### config.mk
export PLATFORM = sky130hd
export DESIGN_NAME = obj_linelatch_sequencer
export DESIGN_NICKNAME = d
export VERILOG_FILES = /design/src/rtl/obj_linelatch_sequencer.sv
export SDC_FILE = /design/constraint.sdc
export NUM_CORES = 1
export LEC_CHECK = 0
export CAP_MARGIN = 10
export CORE_ASPECT_RATIO = 0.8
export CORE_MARGIN = 3
export CORE_UTILIZATION = 25
export DETAILED_ROUTE_END_ITERATION = 7
export HOLD_SLACK_MARGIN = 0.03
export PLACE_DENSITY_LB_ADDON = 0.05
export SKIP_CTS_REPAIR_TIMING = 1
export SYNTH_ARGS = -nofsm -noshare
export SYNTH_HDL_FRONTEND = slang
export SYNTH_SLANG_ARGS = --single-unit
### constraint.sdc
create_clock -name i_EMU_MCLK -period 2.2 [get_ports i_EMU_MCLK]
set_input_delay 0.44 -clock i_EMU_MCLK [delete_from_list [all_inputs] [get_ports i_EMU_MCLK]]
set_output_delay 0.44 -clock i_EMU_MCLK [all_outputs]
set_load 0.02 [all_outputs]
### src/rtl/obj_linelatch_sequencer.sv
// Object line-latch control sequencer.
// Turns one sprite-line draw job into pixel select / latch strobes for the
// line latch, fetches tile rows over a REQ/ACK handshake, and produces
// line-buffer addresses and write enables aligned with the DA/DB pixel pairs.
module obj_linelatch_sequencer #(
    parameter int PIPE_DLY = 4
) (
    input  logic       i_EMU_MCLK,
    input  logic       i_RST,
    input  logic       i_EMU_CLK6MPCEN_n,
    input  logic       i_START,
    input  logic [8:0] i_XPOS,
    input  logic [7:0] i_WIDTH,
    input  logic       i_HFLIP,
    output logic       o_BUSY,
    output logic       o_GFXREQ,
    output logic [4:0] o_TILEIDX,
    input  logic       i_GFXACK,
    output logic       o_TILELINELATCH_n,
    output logic       o_COLORLATCH_n,
    output logic       o_WRTIME2,
    output logic       o_PIXELLATCH_WAIT_n,
    output logic [2:0] o_PIXELSEL,
    output logic       o_XPOS_D0,
    output logic [7:0] o_LBADDR_A,
    output logic [7:0] o_LBADDR_B,
    output logic       o_LBWE_A_n,
    output logic       o_LBWE_B_n
);

    localparam int DW = $clog2(PIPE_DLY + 1);

    typedef enum logic [1:0] {
        ST_IDLE  = 2'd0,
        ST_FETCH = 2'd1,
        ST_EMIT  = 2'd2,
        ST_DRAIN = 2'd3
    } state_t;

    state_t          state_q;
    logic [8:0]      xpos_q;
    logic [7:0]      last_q;        // index of the final pixel (N-1)
    logic            hflip_q;
    logic [7:0]      pix_q;         // relative pixel index of the next slot
    logic            waitslot_q;    // next EMIT slot is the trailing wait slot
    logic [DW-1:0]   drain_q;
    logic            busy_q;
    logic            gfxreq_q;
    logic [4:0]      tileidx_q;
    logic [4:0]      nexttile_q;
    logic            colorlatch_n_q;
    logic [2:0]      pixelsel_q;
    logic [3:0]      tln_q;         // tile-line latch strobe, active low, by slot age
    logic [3:0]      rq_q;          // pending next-tile request, by slot age
    logic [1:0]      waitn_q;
    logic [2:0]      wr_q;
    logic [PIPE_DLY:0]      wean_q;
    logic [PIPE_DLY:0]      webn_q;
    logic [PIPE_DLY:0][7:0] adra_q;
    logic [PIPE_DLY:0][7:0] adrb_q;

    // Slot-local values feeding the head of each delay pipeline.
    logic       en_s;
    logic [8:0] col_s;
    logic [2:0] sel_s;
    logic       tile_start_s;
    logic       more_tiles_s;
    logic [4:0] next_tile_s;
    logic       waitn_d;
    logic       wr_d;
    logic       wea_d;
    logic       web_d;
    logic [7:0] adra_d;
    logic [7:0] adrb_d;

    // Decode the current slot: column, select, tile bookkeeping and write data.
    always_comb begin
        en_s         = ~i_EMU_CLK6MPCEN_n;
        col_s        = xpos_q + {1'b0, pix_q};
        sel_s        = hflip_q ? ~pix_q[2:0] : pix_q[2:0];
        more_tiles_s = (pix_q[7:3] != last_q[7:3]);
        next_tile_s  = hflip_q ? (last_q[7:3] - pix_q[7:3] - 5'd1) : (pix_q[7:3] + 5'd1);
        tile_start_s = 1'b0;
        waitn_d      = 1'b1;
        wr_d         = (state_q == ST_FETCH);
        wea_d        = 1'b0;
        web_d        = 1'b0;
        adra_d       = 8'd0;
        adrb_d       = 8'd0;
        if (state_q == ST_EMIT) begin
            if (waitslot_q) begin
                // Lone final pixel: only the bank owning its column is written.
                waitn_d = 1'b0;
                wr_d    = 1'b1;
                wea_d   = ~col_s[0];
                web_d   = col_s[0];
                adra_d  = col_s[8:1];
                adrb_d  = col_s[8:1];
            end else begin
                tile_start_s = (pix_q[2:0] == 3'd0);
                wr_d         = pix_q[0];
                if (pix_q[0]) begin
                    // Pair of columns col-1 and col: the even one always sits at
                    // word col[8:1]; the odd one is one word lower when col is even.
                    wea_d  = 1'b1;
                    web_d  = 1'b1;
                    adra_d = col_s[8:1];
                    adrb_d = col_s[0] ? col_s[8:1] : (col_s[8:1] - 8'd1);
                end else begin
                    wea_d  = 1'b0;
                    web_d  = 1'b0;
                end
            end
        end else begin
            tile_start_s = 1'b0;
        end
    end

    // Job state machine, strobe generation and output-alignment pipelines.
    always_ff @(posedge i_EMU_MCLK) begin
        if (i_RST) begin
            state_q        <= ST_IDLE;
            xpos_q         <= 9'd0;
            last_q         <= 8'd0;
            hflip_q        <= 1'b0;
            pix_q          <= 8'd0;
            waitslot_q     <= 1'b0;
            drain_q        <= '0;
            busy_q         <= 1'b0;
            gfxreq_q       <= 1'b0;
            tileidx_q      <= 5'd0;
            nexttile_q     <= 5'd0;
            colorlatch_n_q <= 1'b1;
            pixelsel_q     <= 3'd0;
            tln_q          <= 4'b1111;
            rq_q           <= 4'b0000;
            waitn_q        <= 2'b11;
            wr_q           <= 3'b000;
            wean_q         <= '1;
            webn_q         <= '1;
            adra_q         <= '0;
            adrb_q         <= '0;
        end else if (en_s) begin
            colorlatch_n_q <= 1'b1;
            gfxreq_q       <= 1'b0;
            tln_q          <= {tln_q[2:0], ~tile_start_s};
            rq_q           <= {rq_q[2:0], tile_start_s & more_tiles_s};
            waitn_q        <= {waitn_q[0], waitn_d};
            wr_q           <= {wr_q[1:0], wr_d};
            wean_q         <= {wean_q[PIPE_DLY-1:0], ~wea_d};
            webn_q         <= {webn_q[PIPE_DLY-1:0], ~web_d};
            adra_q         <= {adra_q[PIPE_DLY-1:0], adra_d};
            adrb_q         <= {adrb_q[PIPE_DLY-1:0], adrb_d};
            if (tile_start_s) begin
                nexttile_q <= next_tile_s;
            end
            if (rq_q[3]) begin
                gfxreq_q  <= 1'b1;
                tileidx_q <= nexttile_q;
            end
            case (state_q)
                ST_IDLE: begin
                    if (i_START) begin
                        xpos_q         <= i_XPOS;
                        last_q         <= i_WIDTH;
                        hflip_q        <= i_HFLIP;
                        pix_q          <= 8'd0;
                        waitslot_q     <= 1'b0;
                        busy_q         <= 1'b1;
                        colorlatch_n_q <= 1'b0;
                        gfxreq_q       <= 1'b1;
                        tileidx_q      <= i_HFLIP ? i_WIDTH[7:3] : 5'd0;
                        state_q        <= ST_FETCH;
                    end
                end
                ST_FETCH: begin
                    if (i_GFXACK) begin
                        state_q <= ST_EMIT;
                    end
                end
                ST_EMIT: begin
                    if (waitslot_q) begin
                        waitslot_q <= 1'b0;
                        drain_q    <= '0;
                        state_q    <= ST_DRAIN;
                    end else begin
                        pixelsel_q <= sel_s;
                        if (pix_q == last_q) begin
                            if (!pix_q[0]) begin
                                waitslot_q <= 1'b1;
                            end else begin
                                drain_q <= '0;
                                state_q <= ST_DRAIN;
                            end
                        end else begin
                            pix_q <= pix_q + 8'd1;
                            if (pix_q[2:0] == 3'd7) begin
                                state_q <= ST_FETCH;
                            end
                        end
                    end
                end
                ST_DRAIN: begin
                    if (drain_q == DW'(PIPE_DLY - 1)) begin
                        busy_q  <= 1'b0;
                        state_q <= ST_IDLE;
                    end else begin
                        drain_q <= drain_q + DW'(1);
                    end
                end
                default: begin
                    state_q <= ST_IDLE;
                end
            endcase
        end
    end

    assign o_BUSY              = busy_q;
    assign o_GFXREQ            = gfxreq_q;
    assign o_TILEIDX           = tileidx_q;
    assign o_TILELINELATCH_n   = tln_q[3];
    assign o_COLORLATCH_n      = colorlatch_n_q;
    assign o_WRTIME2           = wr_q[2];
    assign o_PIXELLATCH_WAIT_n = waitn_q[1];
    assign o_PIXELSEL          = pixelsel_q;
    assign o_XPOS_D0           = xpos_q[0];
    assign o_LBADDR_A          = adra_q[PIPE_DLY];
    assign o_LBADDR_B          = adrb_q[PIPE_DLY];
    assign o_LBWE_A_n          = wean_q[PIPE_DLY];
    assign o_LBWE_B_n          = webn_q[PIPE_DLY];

endmodule

==> metrics <==
result of the run finished with violations; violated checks negative setup slack; sort of element at the start of the critical path flop; post-placement setup slack -0.153 ns; number of global-route vias before repair 5205; type of element capturing the critical path flop; IO Pins 56; final clock period utilization by the worst path 101%; transition time at the pin with the least slew margin 0.573 ns; H-Tree Level Count 4; number of antenna violations at the first check in global routing 0; CP required 2.52 ns; P_leak 3.39 nW; global-route wire length before repair 27800 um; Endpoint, Worst Hold o_GFXREQ$_SDFFE_PP0N_; path type of the worst setup path flop to flop; routed wire length 16900 um; Hold Crit Depth 3; Cell Rows 53; beginning of the critical path xpos_q[0]$_SDFFE_PP0P_; post-synth top area cell sky130_fd_sc_hd__dfxtp_1; post-detailed-route via-to-cell ratio 4.48; Die X 190 um; count of input and output buffers 55; number of instances in the synthesized netlist 732; number of setup violations in the final report 2; TNS Setup -0.0286 ns; portion of synthesized cell area occupied by the leading cell type 44.8%; cells taking the most area after synthesis sky130_fd_sc_hd__dfxtp_1 45%, sky130_fd_sc_hd__mux2i_1 11%, sky130_fd_sc_hd__nor2_1 7.0%; First-pass DRT Iterations 4; area growth from synthesis to final layout 27.9%; last weighted congestion value of the routability-driven placer 0.787; Peak VDD IR 0.531 mV; Antenna Cells 0; routed wire length per instance 14.3 um; final hold vios 0; number of nets in the layout 858; root buffer cell sky130_fd_sc_hd__clkbuf_16; total clock sinks 151; final critical path time including I/O delays and setup 2.23 ns; most used standard cell by instance count after synthesis sky130_fd_sc_hd__dfxtp_1; total number of vias 5288; number of remaining DRC errors 0; full die area 29000 um^2; Floorplan Core Area 26400 um^2; number of warning messages in the yosys log 0; Crit Path Max Fanout 3; hold path start i_EMU_CLK6MPCEN_n; end of the worst register-to-register path adrb_q[6]$_SDFFE_PP0N_; layout cells sized above 1 16.8%; Max Cap Violations 0; Cell Area, Placed 7910 um^2; final setup margin -0.0285 ns; commonest register cell after synthesis sky130_fd_sc_hd__dfxtp_1; largest net degree at the start of global routing 65; Seq/Total Area, Yosys 44.8%; setup clock skew after layout 0.00828 ns; overall track demand over capacity in global routing 12.0%; distinct cell type count after synthesis 64; EDFF count, synth 0; count of nets left with antenna violations after detail routing 0; RSZ-0062 raised after global routing true; most frequent cells after synthesis 151 x sky130_fd_sc_hd__dfxtp_1, 125 x sky130_fd_sc_hd__nor2_1, 76 x sky130_fd_sc_hd__mux2i_1; Skew-Pair Late Insertion Delay 0.43 ns; number of register bits inferred by synthesis 151; power density over the cells 740 nW/um^2; Post-Synthesis Cell Area 6740 um^2; Avg Inst Size Synth 9.21 um^2; post-detailed-placement half-perimeter wirelength 11800 um; violation count after the first detailed-routing iteration 256; clock tree from TritonCTS yes; worst slew margin relative to its limit 61.7%; die span in y 153 um; register clock-pin slew on the reported worst setup and hold paths 0.06 ns; post-route cell area 8620 um^2; remaining global-route overflow 0; Critical Path AT 2.55 ns; Max Slew Vio Count 0; Mapped Nets 780; initial core utilization 25.5%; worst-case clock buffer depth 2; FMAX 0.449 GHz; Worst R2R Start xpos_q[0]$_SDFFE_PP0P_; fill cell total of the finished layout 2765; Async S/R FF share, synth 0%; slack of the worst reg-to-reg path -0.03 ns; TritonCTS Buffers 17; Min-Delay Path Class primary input to flop; Worst Reg2Reg Path Length in Cells 8; worst hold slack after final layout 0.393 ns
## worst max-delay path, stage by stage, from the launching register on
cell,delay (ns)
sky130_fd_sc_hd__dfxtp_4,0.35
sky130_fd_sc_hd__ha_4,0.16
sky130_fd_sc_hd__fa_2,0.40
sky130_fd_sc_hd__a21o_1,0.21
sky130_fd_sc_hd__a211oi_4,0.25
sky130_fd_sc_hd__o221ai_1,0.21
sky130_fd_sc_hd__a211oi_2,0.26
sky130_fd_sc_hd__xor2_1,0.10
sky130_fd_sc_hd__a22o_1,0.19
## placed cells by master, fill, tap and decap left out, types with 3 or more instances in the layout
master / netlist / layout
sky130_fd_sc_hd__a31oi_1: 3 / 3
sky130_fd_sc_hd__xor2_1: 9 / 9
sky130_fd_sc_hd__o221ai_1: 3 / 3
sky130_fd_sc_hd__clkinvlp_4: 0 / 3
sky130_fd_sc_hd__nand3_1: 7 / 6
sky130_fd_sc_hd__nand2_1: 58 / 58
sky130_fd_sc_hd__dfxtp_4: 0 / 4
sky130_fd_sc_hd__inv_6: 0 / 5
sky130_fd_sc_hd__a22o_1: 4 / 4
sky130_fd_sc_hd__clkbuf_16: 0 / 17
sky130_fd_sc_hd__clkdlybuf4s50_1: 0 / 53
sky130_fd_sc_hd__a32oi_1: 3 / 3
sky130_fd_sc_hd__a22oi_1: 11 / 11
sky130_fd_sc_hd__dfxtp_1: 151 / 145
sky130_fd_sc_hd__a21oi_1: 49 / 46
sky130_fd_sc_hd__nand2b_1: 4 / 4
sky130_fd_sc_hd__nand4_1: 5 / 5
sky130_fd_sc_hd__xnor2_1: 13 / 12
sky130_fd_sc_hd__a21oi_2: 1 / 4
sky130_fd_sc_hd__nor2b_1: 12 / 12
sky130_fd_sc_hd__nor4_1: 3 / 3
sky130_fd_sc_hd__a21o_1: 5 / 5
sky130_fd_sc_hd__ha_4: 0 / 5
sky130_fd_sc_hd__clkinv_4: 0 / 3
sky130_fd_sc_hd__inv_1: 18 / 18
sky130_fd_sc_hd__ha_1: 23 / 18
sky130_fd_sc_hd__nor2_1: 125 / 124
sky130_fd_sc_hd__a311oi_1: 3 / 3
sky130_fd_sc_hd__mux2i_1: 76 / 76
sky130_fd_sc_hd__nor3_1: 5 / 5
sky130_fd_sc_hd__a211oi_1: 10 / 9
sky130_fd_sc_hd__o21ai_0: 14 / 14
sky130_fd_sc_hd__buf_4: 17 / 62
sky130_fd_sc_hd__or3_4: 0 / 3
sky130_fd_sc_hd__buf_12: 0 / 3
sky130_fd_sc_hd__a211o_1: 13 / 13
sky130_fd_sc_hd__and2_1: 4 / 3
## sequential cells by signal, summed over array words and instances (netlist names), 2 cells and up
signal / cells
waitn_q: 2
webn_q: 5
adra_q: 32
wr_q: 3
nexttile_q: 5
pix_q: 8
last_q: 8
state_q: 2
xpos_q: 9
tln_q: 4
wean_q: 5
rq_q: 4
o_PIXELSEL: 3
adrb_q: 32
o_TILEIDX: 5
o_LBADDR_B: 8
o_LBADDR_A: 8
drain_q: 3
## cells by family after synthesis
logic type,Yosys count,share of synthesized area [%]
compound gates,139,14.4
xor+xnor,22,2.86
fa+ha+maj,25,4.86
buf+inv,78,6.05
flops,151,44.8
mux,77,11.5
simple gates,240,15.5
## report_power, final
| group | internal (mW) | total, mW | switching [mW] |
|---|---|---|---|
| clock | 1.58 | 2.86 | 1.28 |
| sequential | 2.78 | 2.82 | 0.0408 |
| combinational | 0.329 | 0.694 | 0.365 |
## how the worst max path moves through the flow
stage / endpoint / slack [ns] / cells past startpoint
2_1_floorplan: adrb_q[6]$_SDFFE_PP0N_ / -0.02 / 8
3_3_place_gp: drain_q[1]$_SDFFE_PP0P_ / -0.12 / 8
3_5_place_dp: drain_q[1]$_SDFFE_PP0P_ / -0.15 / 8
4_1_cts: drain_q[1]$_SDFFE_PP0P_ / -0.18 / 8
5_1_grt: adrb_q[6]$_SDFFE_PP0N_ / -0.15 / 9
6_report: adrb_q[6]$_SDFFE_PP0N_ / -0.03 / 8
## per-layer routing
metal	share of wire, %	track usage (%)
met5	0	0
met4	1.2	3.69
met3	3.7	2.91
met2	42	17.3
met1	53	17.5
## stage by stage
step                util (%)  power (mW)  std cells
floorplan                  -        3.30        732
global placement        30.0        3.56       1142
detailed placement      30.0        3.56       1142
CTS                     32.1        6.47       1174
global route            32.7        6.66       1180
finish                  32.7        6.38       1180
## final cells by class
type / count / area, um^2 / share of cell area [%]
multi-input cells: 503 / 3440 / 39.9
well taps: 357 / 447 / 5.18
clock buffers: 17 / 425 / 4.93
inverters: 19 / 71.3 / 0.827
clock inverters: 15 / 144 / 1.67
flip-flops and latches: 151 / 3040 / 35.3
repair buffers: 118 / 1060 / 12.2
No activity file was read; power rests on OpenSTA's default activity.
